**config.mk**
```make
export PLATFORM = sky130hd
export DESIGN_NAME = alu_design
export DESIGN_NICKNAME = d
export VERILOG_FILES = /design/src/rtl/alu_design.sv
export SDC_FILE = /design/constraint.sdc
export NUM_CORES = 1
export LEC_CHECK = 0
export CORE_MARGIN = 2
export CORE_UTILIZATION = 40
export DETAILED_ROUTE_END_ITERATION = 6
export PLACE_DENSITY = 0.59
export SLEW_MARGIN = 10
export SYNTH_ARGS = -nofsm -noshare
export SYNTH_HDL_FRONTEND = slang
export SYNTH_SLANG_ARGS = --single-unit
```
**constraint.sdc**
```tcl
create_clock -name CLK -period 2.2 [get_ports CLK]
set_input_delay 0.33 -clock CLK [delete_from_list [all_inputs] [get_ports CLK]]
set_output_delay 0.33 -clock CLK [all_outputs]
set_load 0.01 [all_outputs]
```
**src/rtl/alu_design.sv**
```systemverilog
// ============================================================================
// Module   : alu_design
// Brief    : Registered, clock-enabled integer ALU with a two-stage multiply.
// Revision : 1.0 - initial release
// ============================================================================
`default_nettype none

module alu_design #(
  parameter int WIDTH     = 8,
  parameter int CMD_WIDTH = 4
) (
  input  logic                   CLK,
  input  logic                   RST,
  input  logic                   CE,
  input  logic                   MODE,
  input  logic [1:0]             INP_VALID,
  input  logic [CMD_WIDTH-1:0]   CMD,
  input  logic [WIDTH-1:0]       OPA,
  input  logic [WIDTH-1:0]       OPB,
  input  logic                   CIN,
  output logic [2*WIDTH-1:0]     RES,
  output logic                   COUT,
  output logic                   OFLOW,
  output logic                   G,
  output logic                   E,
  output logic                   L,
  output logic                   ERR
);

  localparam int                c_RW      = 2 * WIDTH;
  localparam int                c_SH      = $clog2(WIDTH);
  localparam logic [c_RW-1:0]   c_ONE_X   = c_RW'(1);
  localparam logic [WIDTH-1:0]  c_ONE     = WIDTH'(1);
  localparam logic [c_SH:0]     c_WIDTH_X = (c_SH + 1)'(WIDTH);
  localparam logic [1:0]        c_NEED_AB = 2'b11;
  localparam logic [1:0]        c_NEED_A  = 2'b01;
  localparam logic [1:0]        c_NEED_B  = 2'b10;

  typedef enum logic [1:0] {
    S_IDLE     = 2'd0,
    S_MUL_WAIT = 2'd1,
    S_MUL_DONE = 2'd2
  } state_t;

  state_t r_state;
  state_t w_state_nxt;

  logic [c_RW-1:0]  w_a_x, w_b_x, w_shl_x, w_mul_prod, r_mul_prod;
  logic [c_RW-1:0]  w_res;
  logic [WIDTH-1:0] w_log;
  logic [WIDTH-1:0] w_rol, w_ror;
  logic [c_SH-1:0]  w_amt;
  logic [c_SH:0]    w_amt_inv;
  logic             w_rot_bad;
  logic [1:0]       w_need;
  logic             w_illegal, w_op_missing, w_rot, w_is_mul;
  logic             w_cout, w_oflow, w_g, w_e, w_l, w_err;
  logic             w_load, w_cap, w_load_mul;

  assign w_a_x      = {{WIDTH{1'b0}}, OPA};
  assign w_b_x      = {{WIDTH{1'b0}}, OPB};
  assign w_shl_x    = {{WIDTH{1'b0}}, OPA << 1};
  assign w_mul_prod = (CMD == CMD_WIDTH'(9)) ? (w_a_x + c_ONE_X) * (w_b_x + c_ONE_X)
                                             : w_shl_x * w_b_x;

  // Rotates built from two opposing shifts; a shift by WIDTH yields zero.
  assign w_amt     = OPB[c_SH-1:0];
  assign w_amt_inv = c_WIDTH_X - {1'b0, w_amt};
  assign w_rol     = (OPA << w_amt) | (OPA >> w_amt_inv);
  assign w_ror     = (OPA >> w_amt) | (OPA << w_amt_inv);
  assign w_rot_bad = |OPB[WIDTH-1:c_SH];

  always_comb begin
    w_res     = '0;
    w_log     = '0;
    w_cout    = 1'b0;
    w_oflow   = 1'b0;
    w_g       = 1'b0;
    w_e       = 1'b0;
    w_l       = 1'b0;
    w_need    = c_NEED_AB;
    w_illegal = 1'b0;
    w_rot     = 1'b0;
    w_is_mul  = 1'b0;
    if (MODE) begin
      case (CMD)
        CMD_WIDTH'(0): begin
          w_res  = w_a_x + w_b_x;
          w_cout = w_res[WIDTH];
        end
        CMD_WIDTH'(1): begin
          w_res   = {{WIDTH{1'b0}}, OPA - OPB};
          w_oflow = (OPA < OPB);
        end
        CMD_WIDTH'(2): begin
          w_res  = w_a_x + w_b_x + {{(c_RW-1){1'b0}}, CIN};
          w_cout = w_res[WIDTH];
        end
        CMD_WIDTH'(3): begin
          w_res   = {{WIDTH{1'b0}}, OPA - OPB - {{(WIDTH-1){1'b0}}, CIN}};
          w_oflow = ({1'b0, OPA} < ({1'b0, OPB} + {{WIDTH{1'b0}}, CIN}));
        end
        CMD_WIDTH'(4): begin
          w_need = c_NEED_A;
          w_res  = w_a_x + c_ONE_X;
          w_cout = w_res[WIDTH];
        end
        CMD_WIDTH'(5): begin
          w_need  = c_NEED_A;
          w_res   = {{WIDTH{1'b0}}, OPA - c_ONE};
          w_oflow = (OPA == '0);
        end
        CMD_WIDTH'(6): begin
          w_need = c_NEED_B;
          w_res  = w_b_x + c_ONE_X;
          w_cout = w_res[WIDTH];
        end
        CMD_WIDTH'(7): begin
          w_need  = c_NEED_B;
          w_res   = {{WIDTH{1'b0}}, OPB - c_ONE};
          w_oflow = (OPB == '0);
        end
        CMD_WIDTH'(8): begin
          w_g = (OPA > OPB);
          w_e = (OPA == OPB);
          w_l = (OPA < OPB);
        end
        CMD_WIDTH'(9), CMD_WIDTH'(10): w_is_mul = 1'b1;
        default: w_illegal = 1'b1;
      endcase
    end else begin
      case (CMD)
        CMD_WIDTH'(0):  w_log = OPA & OPB;
        CMD_WIDTH'(1):  w_log = ~(OPA & OPB);
        CMD_WIDTH'(2):  w_log = OPA | OPB;
        CMD_WIDTH'(3):  w_log = ~(OPA | OPB);
        CMD_WIDTH'(4):  w_log = OPA ^ OPB;
        CMD_WIDTH'(5):  w_log = ~(OPA ^ OPB);
        CMD_WIDTH'(6):  begin w_need = c_NEED_A; w_log = ~OPA;     end
        CMD_WIDTH'(7):  begin w_need = c_NEED_B; w_log = ~OPB;     end
        CMD_WIDTH'(8):  begin w_need = c_NEED_A; w_log = OPA >> 1; end
        CMD_WIDTH'(9):  begin w_need = c_NEED_A; w_log = OPA << 1; end
        CMD_WIDTH'(10): begin w_need = c_NEED_B; w_log = OPB >> 1; end
        CMD_WIDTH'(11): begin w_need = c_NEED_B; w_log = OPB << 1; end
        CMD_WIDTH'(12): begin w_rot = 1'b1; w_log = w_rol; end
        CMD_WIDTH'(13): begin w_rot = 1'b1; w_log = w_ror; end
        default:        w_illegal = 1'b1;
      endcase
      w_res = {{WIDTH{1'b0}}, w_log};
    end

    w_op_missing = ((w_need & ~INP_VALID) != 2'b00);
    w_err        = w_illegal | w_op_missing | (w_rot & w_rot_bad);
    // A bad rotate amount still drives the rotated value; other errors clear everything.
    if (w_illegal || w_op_missing) begin
      w_res    = '0;
      w_cout   = 1'b0;
      w_oflow  = 1'b0;
      w_g      = 1'b0;
      w_e      = 1'b0;
      w_l      = 1'b0;
      w_is_mul = 1'b0;
    end
  end

  always_ff @(posedge CLK or negedge RST) begin
    if (!RST) r_state <= S_IDLE;
    else      r_state <= w_state_nxt;
  end

  always_comb begin
    w_state_nxt = r_state;
    w_load      = 1'b0;
    w_cap       = 1'b0;
    w_load_mul  = 1'b0;
    if (CE) begin
      case (r_state)
        S_IDLE: begin
          if (w_is_mul) begin
            w_cap       = 1'b1;
            w_state_nxt = S_MUL_WAIT;
          end else begin
            w_load = 1'b1;
          end
        end
        S_MUL_WAIT: w_state_nxt = S_MUL_DONE;
        S_MUL_DONE: begin
          w_load_mul  = 1'b1;
          w_state_nxt = S_IDLE;
        end
        default: w_state_nxt = S_IDLE;
      endcase
    end
  end

  always_ff @(posedge CLK or negedge RST) begin
    if (!RST) begin
      r_mul_prod <= '0;
    end else if (w_cap) begin
      r_mul_prod <= w_mul_prod;
    end
  end

  always_ff @(posedge CLK or negedge RST) begin
    if (!RST) begin
      RES   <= '0;
      COUT  <= 1'b0;
      OFLOW <= 1'b0;
      G     <= 1'b0;
      E     <= 1'b0;
      L     <= 1'b0;
      ERR   <= 1'b0;
    end else if (w_load) begin
      RES   <= w_res;
      COUT  <= w_cout;
      OFLOW <= w_oflow;
      G     <= w_g;
      E     <= w_e;
      L     <= w_l;
      ERR   <= w_err;
    end else if (w_load_mul) begin
      RES   <= r_mul_prod;
      COUT  <= 1'b0;
      OFLOW <= 1'b0;
      G     <= 1'b0;
      E     <= 1'b0;
      L     <= 1'b0;
      ERR   <= 1'b0;
    end
  end

endmodule

`default_nettype wire

```
==> impl_metrics.py, run 1 <==
metrics = {
    "cells_and_area": {
        "drive_gt1_frac": 0.374,
        "post-route-util": 0.615,
        "n_fill_cell": 2232,
        "seqCellArea_sq_um": 1000,
        "nets": 1926,
        "multi_input_area_sq_um": 9610,
        "antenna_cells": 0,
        "finalNonFillerCells": 2043,
        "syn2layout_area_growth_pct": 50.4,
        "final_area_sq_um": 15600,
    },
    "critical_path": {
        "cp_slowest_cell": "fa_2",
        "crit_fanout": 8,
        "end_kind": "flip-flop",
        "regToRegSetupSlack_ns": 0.08,
        "r2r_start": "r_state[1]",
        "critPathArrivalTime_ns": 5.03,
        "path_class": "input pin to flip-flop",
        "worstSetupStartpointType": "input pin",
        "slowest_delay_ns": 0.52,
        "cp_cell_sequence": "buf_8 -> nand4_1 -> or3_4 -> and2_4 -> buf_4 -> nand2b_4 -> fa_2 -> inv_1 -> fa_1 -> fa_1 -> inv_1 -> fa_1 -> inv_1 -> ha_4 -> nand2_1 -> o21ai_4 -> a21oi_2 -> a211oi_2 -> xnor2_1 -> mux2i_1 -> mux2_4",
        "crit_end": "r_mul_prod[15]",
        "crit_path_start": "OPA[1]",
        "reg2reg_depth": 6,
        "cp.required_ns": 2.38,
        "r2r_end": "RES[7]",
    },
    "route": {
        "vias": 11600,
        "wl_per_cell_um": 21.9,
        "first_pass_iters": 7,
        "drcViolationCount": 0,
        "wirelength_um": 44700,
        "first_iter_violations": 996,
        "viasPerCell": 5.67,
        "postRouteAntennaNets": 0,
    },
    "yosys": {
        "yosys_warnings": 0,
        "synth_nets": 1555,
        "synthArstFlopShare": 1.00,
        "synth_edf_count": 0,
        "syn-cell-area_sq_um": 10400,
        "ys_seq_area_frac": 0.0966,
        "synthCells": 1341,
        "synth-main-ff-cell": "dfrtp_1",
        "syn_avg_cell_area_sq_um": 7.73,
        "ys_types": 88,
        "synth_seq_cells": 40,
    },
    "sta": {
        "worst_pin_slew_ns": 0.572,
        "final.setup.worst_slack_ns": -2.65,
        "layout_min_cycle_time_ns": 4.85,
        "period_share": 2.21,
        "slew_headroom": 0.614,
        "finalHoldViolations": 0,
        "fmax_ghz": 0.206,
        "maxSlewViolCount": 0,
        "fin_skew_ns": 0.00744,
        "rsz0062_at_grt": "true",
        "worst_hold_slack_ns": 0.482,
        "setup-violations-final": 28,
    },
    "floorplanning": {
        "die_area_sq_um": 27200,
        "floorplan.rows": 58,
        "die_x_um": 165,
        "start_util": 0.409,
        "fp.dieH_um": 165,
        "boundaryPins": 49,
        "core_area_sq_um": 25300,
    },
    "cts": {
        "cts_buffer_depth": 2,
        "cts_tree": "built",
        "numCtsBuffers": 5,
        "worstSkewPairLatency_ns": 0.30,
        "clk_pin_slew_worst_paths_ns": 0.07,
        "cts.sinks": 40,
        "htree_levels": 2,
        "clockRootBuffer": "clkbuf_16",
    },
    "global_route": {
        "grt_pass1_vias": 11500,
        "track_usage": 0.332,
        "grt_max_degree": 27,
        "antenna_found_initial": 0,
        "grt_pass1_wl_um": 67500,
        "overflow": 0,
    },
    "run_status": {
        "violations": "setup timing",
        "status": "finished, violations left",
    },
    "power_and_ir_drop": {
        "total_power_mw": 9.73,
        "irDropWorstVdd_mv": 0.552,
        "p_leak_nw": 7.36,
        "p_per_area_nw_per_um2": 624,
    },
    "min_path": {
        "min_path_type": "input pin to async pin",
    },
    "placement": {
        "dpl.hpwl_um": 35600,
        "io_buffers": 48,
        "dp_cells": 1985,
        "place_congestion": 1.06,
        "post_dp_cell_area_sq_um": 13800,
    },
    "run": {
        "cap_violations": 0,
    },
}
[cell usage after synthesis (7+ instances only)]
library cell,number,share of area
ha_1,107,0.13
and2_1,8,0.0048
o21ai_0,50,0.024
a21oi_1,73,0.035
nand2b_1,21,0.013
nand3_1,36,0.017
o221ai_1,11,0.0093
mux2i_1,30,0.029
and3_1,13,0.0078
buf_2,34,0.016
nor2_1,151,0.055
mux4_2,9,0.020
inv_1,141,0.051
a211oi_1,12,0.0087
or2_2,12,0.0072
nand4_1,8,0.0048
nand2_1,137,0.050
a31oi_1,12,0.0072
dfrtp_1,40,0.097
o22ai_1,16,0.0097
nor2b_1,21,0.013
buf_1,9,0.0033
o21ai_1,14,0.0068
xor2_1,18,0.015
o211ai_1,10,0.0072
a21o_1,11,0.0080
nor3_1,31,0.015
a221o_1,7,0.0068
o32ai_1,9,0.0076
xnor2_1,50,0.042
fa_1,80,0.15
clkbuf_1,30,0.011
[cell type report]
| class | instances | area share |
|---|---|---|
| multi-input cells | 1068 | 0.617 |
| repair buffers | 446 | 0.243 |
| flip-flops and latches | 40 | 0.0642 |
| inverters | 151 | 0.0385 |
| well taps | 330 | 0.0265 |
| clock buffers | 5 | 0.00803 |
| clock inverters | 3 | 0.00297 |
[state kept, by name, summed over array words and instances (netlist names)]
signal	cells
COUT	1
E	1
OFLOW	1
G	1
r_state	2
RES	16
r_mul_prod	16
ERR	1
L	1
[cells in the final DEF (no fill, tap or decap), drive strengths merged, types with 16 or more instances in the layout]
cell type and instances:
buf 408, nor2 153, inv 146, nand2 138, ha 107, fa 80, a21oi 74, o21ai 66
xnor2 54, dfrtp 40, nand3 37, nor3 33, mux2i 30, clkdlybuf4s50 29, nor2b 21, nand2b 21
a211oi 20, xor2 19, o22ai 16
[power breakdown]
group	total (mW)	switching (mW)	internal [mW]	leakage, nW
Combinational	7.88	4.05	3.83	6.75
Sequential	0.977	0.125	0.852	0.525
Clock	0.873	0.333	0.540	0.0804
[layer usage]
metal	vias up	global-route usage	wire, um
met5	-	0	0
met4	0	0.135	2110
met3	106	0.0532	3630
met2	536	0.515	19900
met1	5617	0.460	19100
li1	5335	-	-
[cell families after synthesis]
family                     after synthesis  synth area share
buffers and inverters                  233            0.0928
muxes                                   42            0.0518
and+or+nand+nor                        468             0.211
AOI/OAI and AO/OA                      297             0.196
xor gates and xnor gates                74            0.0675
DFF                                     40            0.0966
adders and majority gates              187             0.284
[critical path: cells and delay by family]
family	cells	cell delay (ns)
AOI/OAI and AO/OA	3	0.47
xor gates and xnor gates	1	0.14
adders and majority gates	5	2.28
buffers and inverters	5	0.43
muxes	2	0.37
and+or+nand+nor	5	1.02
[per-stage QoR]
step	setup TNS (ns)	worst slack, ns
3_3_place_gp	-64.34	-3.49
4_1_cts	-36.31	-2.63
3_5_place_dp	-65.58	-3.59
5_1_grt	-42.39	-2.83
2_1_floorplan	-30.42	-2.85
6_report	-39.01	-2.65
[worst min-delay path by stage]
stage | end | slack [ns] | cells past startpoint
after global routing | COUT | 0.50 | 1
after CTS | RES[1] | 0.49 | 2
after floorplan | COUT | 0.03 | 0
after global placement | RES[11] | 0.26 | 1
after detailed placement | RES[11] | 0.26 | 1
final | RES[1] | 0.48 | 2
[timing repair]
item,4_1_cts,5_1_grt
gates resized for setup,224,92
hold buffers,1,0
cloned,1,0
setup endpoints to repair,32,39
pin swaps,86,58
endpoints found under the hold margin,14,0
setup buffers,43,15
(Power assumes the default switching activity.)
==> inputs of run 2 (changes only) <==
--- a/config.mk
+++ b/config.mk
@@ -8,7 +8,8 @@
 export CORE_MARGIN = 2
 export CORE_UTILIZATION = 40
 export DETAILED_ROUTE_END_ITERATION = 6
-export PLACE_DENSITY = 0.59
+export DONT_BUFFER_PORTS = 1
+export PLACE_DENSITY = 0.56
 export SLEW_MARGIN = 10
 export SYNTH_ARGS = -nofsm -noshare
 export SYNTH_HDL_FRONTEND = slang
==> run 2 against run 1 <==
Against the previous run:
- clock-buffer cell count grew 1
- register-to-register slack improved by 0.17 ns
- first-iteration DRC count increased by 26%
- clock power fell by 11%
- the run still ends with setup timing left
- routed wire length shrank 5.7%
- clock skew increased by 0.0023 ns
- die area is the same
==> impl_metrics.py, run 2 (synthesized netlist as in run 1, its figures left out) <==
metrics = {
    "critical_path": {
        "cpMostUsedCell": "fa_1",
        "regToRegSetupSlack_ns": 0.25,
        "slowest_delay_ns": 0.55,
        "crit_end": "r_mul_prod[14]",
        "crit_fanout": 24,
        "worstSetupStartpointType": "input pin",
        "reg2reg_depth": 8,
        "cp_slowest_cell": "fa_1",
        "crit_buf_inv": 6,
        "path_class": "input pin to flip-flop",
        "cp.depth": 21,
        "r2r_end": "RES[8]",
        "cp_cell_sequence": "ha_4 -> nand3_4 -> or3_4 -> xnor2_4 -> buf_6 -> nor2_2 -> fa_1 -> inv_1 -> fa_1 -> inv_2 -> fa_1 -> inv_2 -> fa_1 -> inv_2 -> ha_4 -> buf_4 -> o211ai_1 -> o21ai_1 -> xor2_1 -> mux2i_1 -> a21oi_1",
        "crit_path_start": "OPA[1]",
        "r2r_start": "r_state[1]",
        "critPathArrivalTime_ns": 4.83,
        "cp.required_ns": 2.36,
        "crit_family": "adder cells",
        "end_kind": "flip-flop",
    },
    "global_route": {
        "overflow": 0,
        "antenna_found_initial": 0,
        "grt_pass1_vias": 10500,
        "grt_max_degree": 51,
        "grt_pass1_wl_um": 63300,
        "track_usage": 0.309,
    },
    "sta": {
        "final.setup.worst_slack_ns": -2.47,
        "layout_min_cycle_time_ns": 4.67,
        "worst_hold_slack_ns": 0.144,
        "slew_headroom": 0.586,
        "rsz0062_at_grt": "true",
        "fin_tns_setup_ns": -27.17,
        "fmax_ghz": 0.214,
        "maxSlewViolCount": 0,
        "setup-violations-final": 23,
        "period_share": 2.12,
        "fin_skew_ns": 0.00975,
        "worst_pin_slew_ns": 0.617,
        "finalHoldViolations": 0,
    },
    "placement": {
        "place_ws_ns": -2.80,
        "place_congestion": 1.01,
        "post_dp_cell_area_sq_um": 12700,
        "dpl.hpwl_um": 32900,
        "io_buffers": 0,
    },
    "floorplanning": {
        "start_util": 0.409,
        "floorplan.rows": 58,
        "die_x_um": 165,
        "boundaryPins": 49,
        "fp.dieH_um": 165,
        "die_area_sq_um": 27200,
        "core_area_sq_um": 25300,
    },
    "power_and_ir_drop": {
        "p_leak_nw": 6.42,
        "irDropWorstVdd_mv": 1.48,
        "p_per_area_nw_per_um2": 667,
    },
    "cts": {
        "worstSkewPairLatency_ns": 0.29,
        "cts_buffer_depth": 2,
        "numCtsBuffers": 5,
        "clockRootBuffer": "clkbuf_16",
        "cts_tree": "built",
        "cts.sinks": 40,
        "htree_levels": 2,
        "clk_pin_slew_worst_paths_ns": 0.06,
    },
    "route": {
        "first_iter_violations": 1252,
        "viasPerCell": 5.82,
        "vias": 10900,
        "first_pass_iters": 5,
        "drcViolationCount": 0,
        "postRouteAntennaNets": 0,
        "wl_per_cell_um": 22.5,
        "wirelength_um": 42200,
    },
    "run_status": {
        "status": "finished, violations left",
        "violations": "setup timing",
    },
    "cells_and_area": {
        "nets": 1761,
        "final_cell_mix": "249 x buf_4, 144 x nor2_1, 126 x nand2_1, 118 x inv_1, 84 x ha_1",
        "drive_gt1_frac": 0.315,
        "n_fill_cell": 2402,
        "top_regs": "RES: 16 flops, r_mul_prod: 16 flops, r_state: 2 flops",
        "syn2layout_area_growth_pct": 33.5,
        "final_area_sq_um": 13800,
        "final_common_cell": "buf_4",
        "post-route-util": 0.546,
        "antenna_cells": 0,
    },
    "run": {
        "cap_violations": 0,
    },
    "min_path": {
        "hold_depth": 1,
        "min_path_type": "input pin to flip-flop",
    },
}
-- run 2: timing repair --
| item | 4_1_cts | 5_1_grt |
|---|---|---|
| endpoints found under the setup margin | 23 | 23 |
| hold endpoints to repair | 40 | 0 |
| buffers inserted | 13 | 15 |
| gates cloned | 0 | 0 |
| resized for setup | 89 | 91 |
| hold buffers | 2 | 0 |
| pin swaps | 40 | 42 |
-- run 2: area by class of cell --
| type | count | area [sq um] | area share |
|---|---|---|---|
| inverters | 151 | 596 | 0.0430 |
| clock inverters | 2 | 13.8 | 0.000995 |
| well taps | 330 | 413 | 0.0298 |
| repair buffers | 281 | 2320 | 0.167 |
| flip-flops and latches | 40 | 1000 | 0.0723 |
| clock buffers | 6 | 139 | 0.0100 |
| multi-input cells | 1068 | 9360 | 0.676 |
-- run 2: power breakdown --
group          internal [mW]  switching (mW)
clock                  0.454           0.321
sequential             0.853           0.128
combinational           3.64            3.83
total                   4.95            4.28
-- run 2: metrics by stage --
stage	total power [mW]	instances
finish	9.23	1878
global route	9.96	1878
CTS	8.67	1866
detailed placement	7.33	1845
global placement	7.30	1845
floorplan	4.99	1341
-- run 2: worst min path at each step --
stage,from,endpoint,slack [ns]
after CTS,CE,r_state[1],0.14
after global placement,RST,RES[11],0.04
final,CE,r_state[1],0.14
after global routing,CE,r_state[1],0.15
after floorplan,RST,COUT,0.03
after detailed placement,RST,RES[11],0.04
-- run 2: routing by layer --
layer | share of wire | track usage
met2 | 0.44 | 0.479
met5 | 0 | 0
met4 | 0.038 | 0.0984
met1 | 0.44 | 0.442
met3 | 0.087 | 0.0465
==> inputs of run 3 (changes only) <==
--- a/config.mk
+++ b/config.mk
@@ -6,10 +6,11 @@
 export NUM_CORES = 1
 export LEC_CHECK = 0
 export CORE_MARGIN = 2
-export CORE_UTILIZATION = 40
+export CORE_UTILIZATION = 60
 export DETAILED_ROUTE_END_ITERATION = 6
 export DONT_BUFFER_PORTS = 1
-export PLACE_DENSITY = 0.56
+export MAX_ROUTING_LAYER = met4
+export PLACE_DENSITY = 0.78
 export SLEW_MARGIN = 10
 export SYNTH_ARGS = -nofsm -noshare
 export SYNTH_HDL_FRONTEND = slang
==> run 3 against run 2 <==
Against the previous run:
- the run still ends with setup timing left
- total power increased by 6.1%
- utilization is 25 points higher
- sequential share of layout area grew 0.087 points
- sequential cell count unchanged
- worst hold slack got worse by 0.0089 ns
- worst setup slack got worse by 0.26 ns
- maximum frequency fell by 5.4%
- combinational power is 6.1% higher
- clock-buffer cell count decreased by 1
- first-iteration DRC count rose by 12%
- clock power grew 12%
==> impl_metrics.py, run 3 (synthesized netlist as in run 1, its figures left out) <==
metrics = {
    "route": {
        "wirelength_um": 45800,
        "postRouteAntennaNets": 0,
        "first_iter_violations": 1399,
        "topRoutingLayerUsed": "met4",
        "viasPerCell": 6.59,
        "routedLengthMet1_um": 16900,
        "first_pass_iters": 6,
        "wl_met3_um": 6030,
        "wl_per_cell_um": 25.8,
        "wl_met2_um": 19600,
        "drcViolationCount": 0,
        "vias": 11700,
    },
    "power_and_ir_drop": {
        "swShare": 0.489,
        "irDropWorstVdd_mv": 1.24,
        "comb_power_share": 0.810,
        "p_per_area_nw_per_um2": 717,
        "p_leak_nw": 6.40,
        "p_int_mw": 5.00,
        "p_sw_mw": 4.79,
        "clockPowerShare": 0.088,
        "seqPwrFrac": 0.102,
    },
    "sta": {
        "worst_pin_slew_ns": 0.940,
        "period_share": 2.24,
        "fin_skew_ns": 0.00843,
        "fmax_ghz": 0.203,
        "layout_min_cycle_time_ns": 4.93,
        "slew_headroom": 0.367,
        "finalHoldViolations": 0,
        "maxSlewViolCount": 0,
        "final.setup.worst_slack_ns": -2.73,
        "setup-violations-final": 22,
        "rsz0062_at_grt": "true",
    },
    "run": {
        "cap_violations": 0,
    },
    "critical_path": {
        "cp_cell_sequence": "ha_1 -> inv_1 -> fa_1 -> inv_1 -> ha_1 -> inv_1 -> fa_1 -> fa_1 -> inv_1 -> ha_1 -> buf_4 -> o211ai_1 -> a21oi_1 -> buf_4 -> a21oi_1 -> xnor2_1 -> o21ai_0 -> a21oi_1",
        "cp_slowest_cell": "o21ai_0",
        "crit_fanout": 25,
        "end_kind": "flip-flop",
        "crit_buf_inv": 6,
        "cpMostUsedCell": "inv_1",
        "crit_family": "adder cells",
        "r2r_end": "RES[5]",
        "regToRegSetupSlack_ns": 0.09,
        "critPathArrivalTime_ns": 5.06,
        "path_class": "input pin to flip-flop",
        "cp.depth": 18,
        "r2r_start": "r_state[0]",
        "cp.required_ns": 2.33,
        "slowest_delay_ns": 0.74,
        "reg2reg_depth": 7,
        "worstSetupStartpointType": "input pin",
    },
    "cts": {
        "worstSkewPairLatency_ns": 0.30,
        "htree_levels": 2,
        "cts_buffer_depth": 2,
        "numCtsBuffers": 5,
        "cts_tree": "built",
        "cts.sinks": 40,
        "clockRootBuffer": "clkbuf_16",
        "clk_pin_slew_worst_paths_ns": 0.06,
    },
    "floorplanning": {
        "start_util": 0.606,
        "die_x_um": 135,
        "boundaryPins": 49,
        "floorplan.rows": 48,
        "fp.dieH_um": 135,
        "core_area_sq_um": 17100,
        "die_area_sq_um": 18300,
    },
    "global_route": {
        "grt_pass1_wl_um": 63200,
        "overflow": 0,
        "grt_pass1_vias": 10900,
        "antenna_found_initial": 0,
        "grt_max_degree": 51,
        "track_usage": 0.472,
    },
    "cells_and_area": {
        "post-route-util": 0.799,
        "syn2layout_area_growth_pct": 31.9,
        "final_area_sq_um": 13700,
        "drive_gt1_frac": 0.315,
        "top_regs": "RES: 16 flops, r_mul_prod: 16 flops, r_state: 2 flops",
        "final_cell_mix": "251 x buf_4, 142 x nor2_1, 129 x nand2_1, 123 x inv_1, 83 x ha_1",
        "final_common_cell": "buf_4",
        "nets": 1763,
    },
    "placement": {
        "io_buffers": 0,
        "post_dp_cell_area_sq_um": 12500,
        "dpl.hpwl_um": 32300,
        "place_congestion": 1.08,
    },
    "min_path": {
        "min_from": "CE",
        "hold_depth": 1,
        "min_path_type": "input pin to flip-flop",
        "holdPathEnd": "r_state[1]",
    },
    "run_status": {
        "violations": "setup timing",
        "status": "finished, violations left",
    },
}
run 3: cell count changes in the layout (fill, tap and decap cells not counted), sizes merged:
cell and delta:
diode +1, clkinvlp +2, clkinv -1, bufinv +1, buf +1, inv -1
run 3: final cells by class:
class                   count  area (sq um)
diodes                      1          2.50
flip-flops and latches     40          1000
well taps                 225           282
clock inverters             3          42.5
fillers                  1134          3440
inverters                 151           589
repair buffers            283          2320
clock buffers               5           125
multi-input cells        1068          9310
run 3: repair_timing:
item	4_1_cts	5_1_grt
endpoints found under the setup margin	23	24
hold endpoints to repair	40	0
setup buffers	15	16
pin swaps	51	52
hold buffers	2	0
gates cloned	0	1
resized for setup	89	79
run 3: how the worst max path moves through the flow:
stage | to | from | slack [ns]
after global routing | r_mul_prod[11] | OPA[0] | -2.80
after floorplan | r_mul_prod[15] | OPA[0] | -2.85
after detailed placement | r_mul_prod[13] | OPA[0] | -2.90
after global placement | r_mul_prod[15] | OPA[2] | -2.74
after CTS | r_mul_prod[15] | OPA[0] | -2.45
final | r_mul_prod[11] | OPA[2] | -2.73
run 3: stage by stage:
step	setup TNS, ns	power [mW]	hold WS, ns	setup WS, ns	cells
finish	-29.95	9.80	0.135	-2.73	1776
global route	-31.68	10.3	0.143	-2.80	1775
CTS	-27.13	8.57	0.141	-2.45	1760
detailed placement	-37.66	7.28	0.0351	-2.90	1735
global placement	-36.20	7.08	0.0350	-2.74	1735
floorplan	-30.42	4.99	0.0344	-2.85	1341
run 3: layer usage:
| metal | track usage | vias to the layer above |
|---|---|---|
| li1 | - | 5023 |
| met1 | 0.591 | 5565 |
| met2 | 0.712 | 850 |
| met3 | 0.126 | 258 |
| met4 | 0.224 | 0 |
| met5 | - | - |
run 3: power by group through the flow:
stage | Combinational [mW] | Sequential [mW] | Clock (mW)
2_1_floorplan | 4.06 | 0.927 | 0
3_3_place_gp | 6.10 | 0.978 | 0
3_5_place_dp | 6.30 | 0.981 | 0
4_1_cts | 6.75 | 0.975 | 0.843
5_1_grt | 8.40 | 1.01 | 0.891
6_report | 7.94 | 0.996 | 0.865
run 3: worst reg2reg max path, cell delays in order, from the launching register on:
cell,delay (ns)
dfrtp_1,0.43
nor3_1,0.36
inv_1,0.13
a31oi_4,0.35
nand2_1,0.10
buf_4,0.18
a31oi_1,0.30
o22a_1,0.20
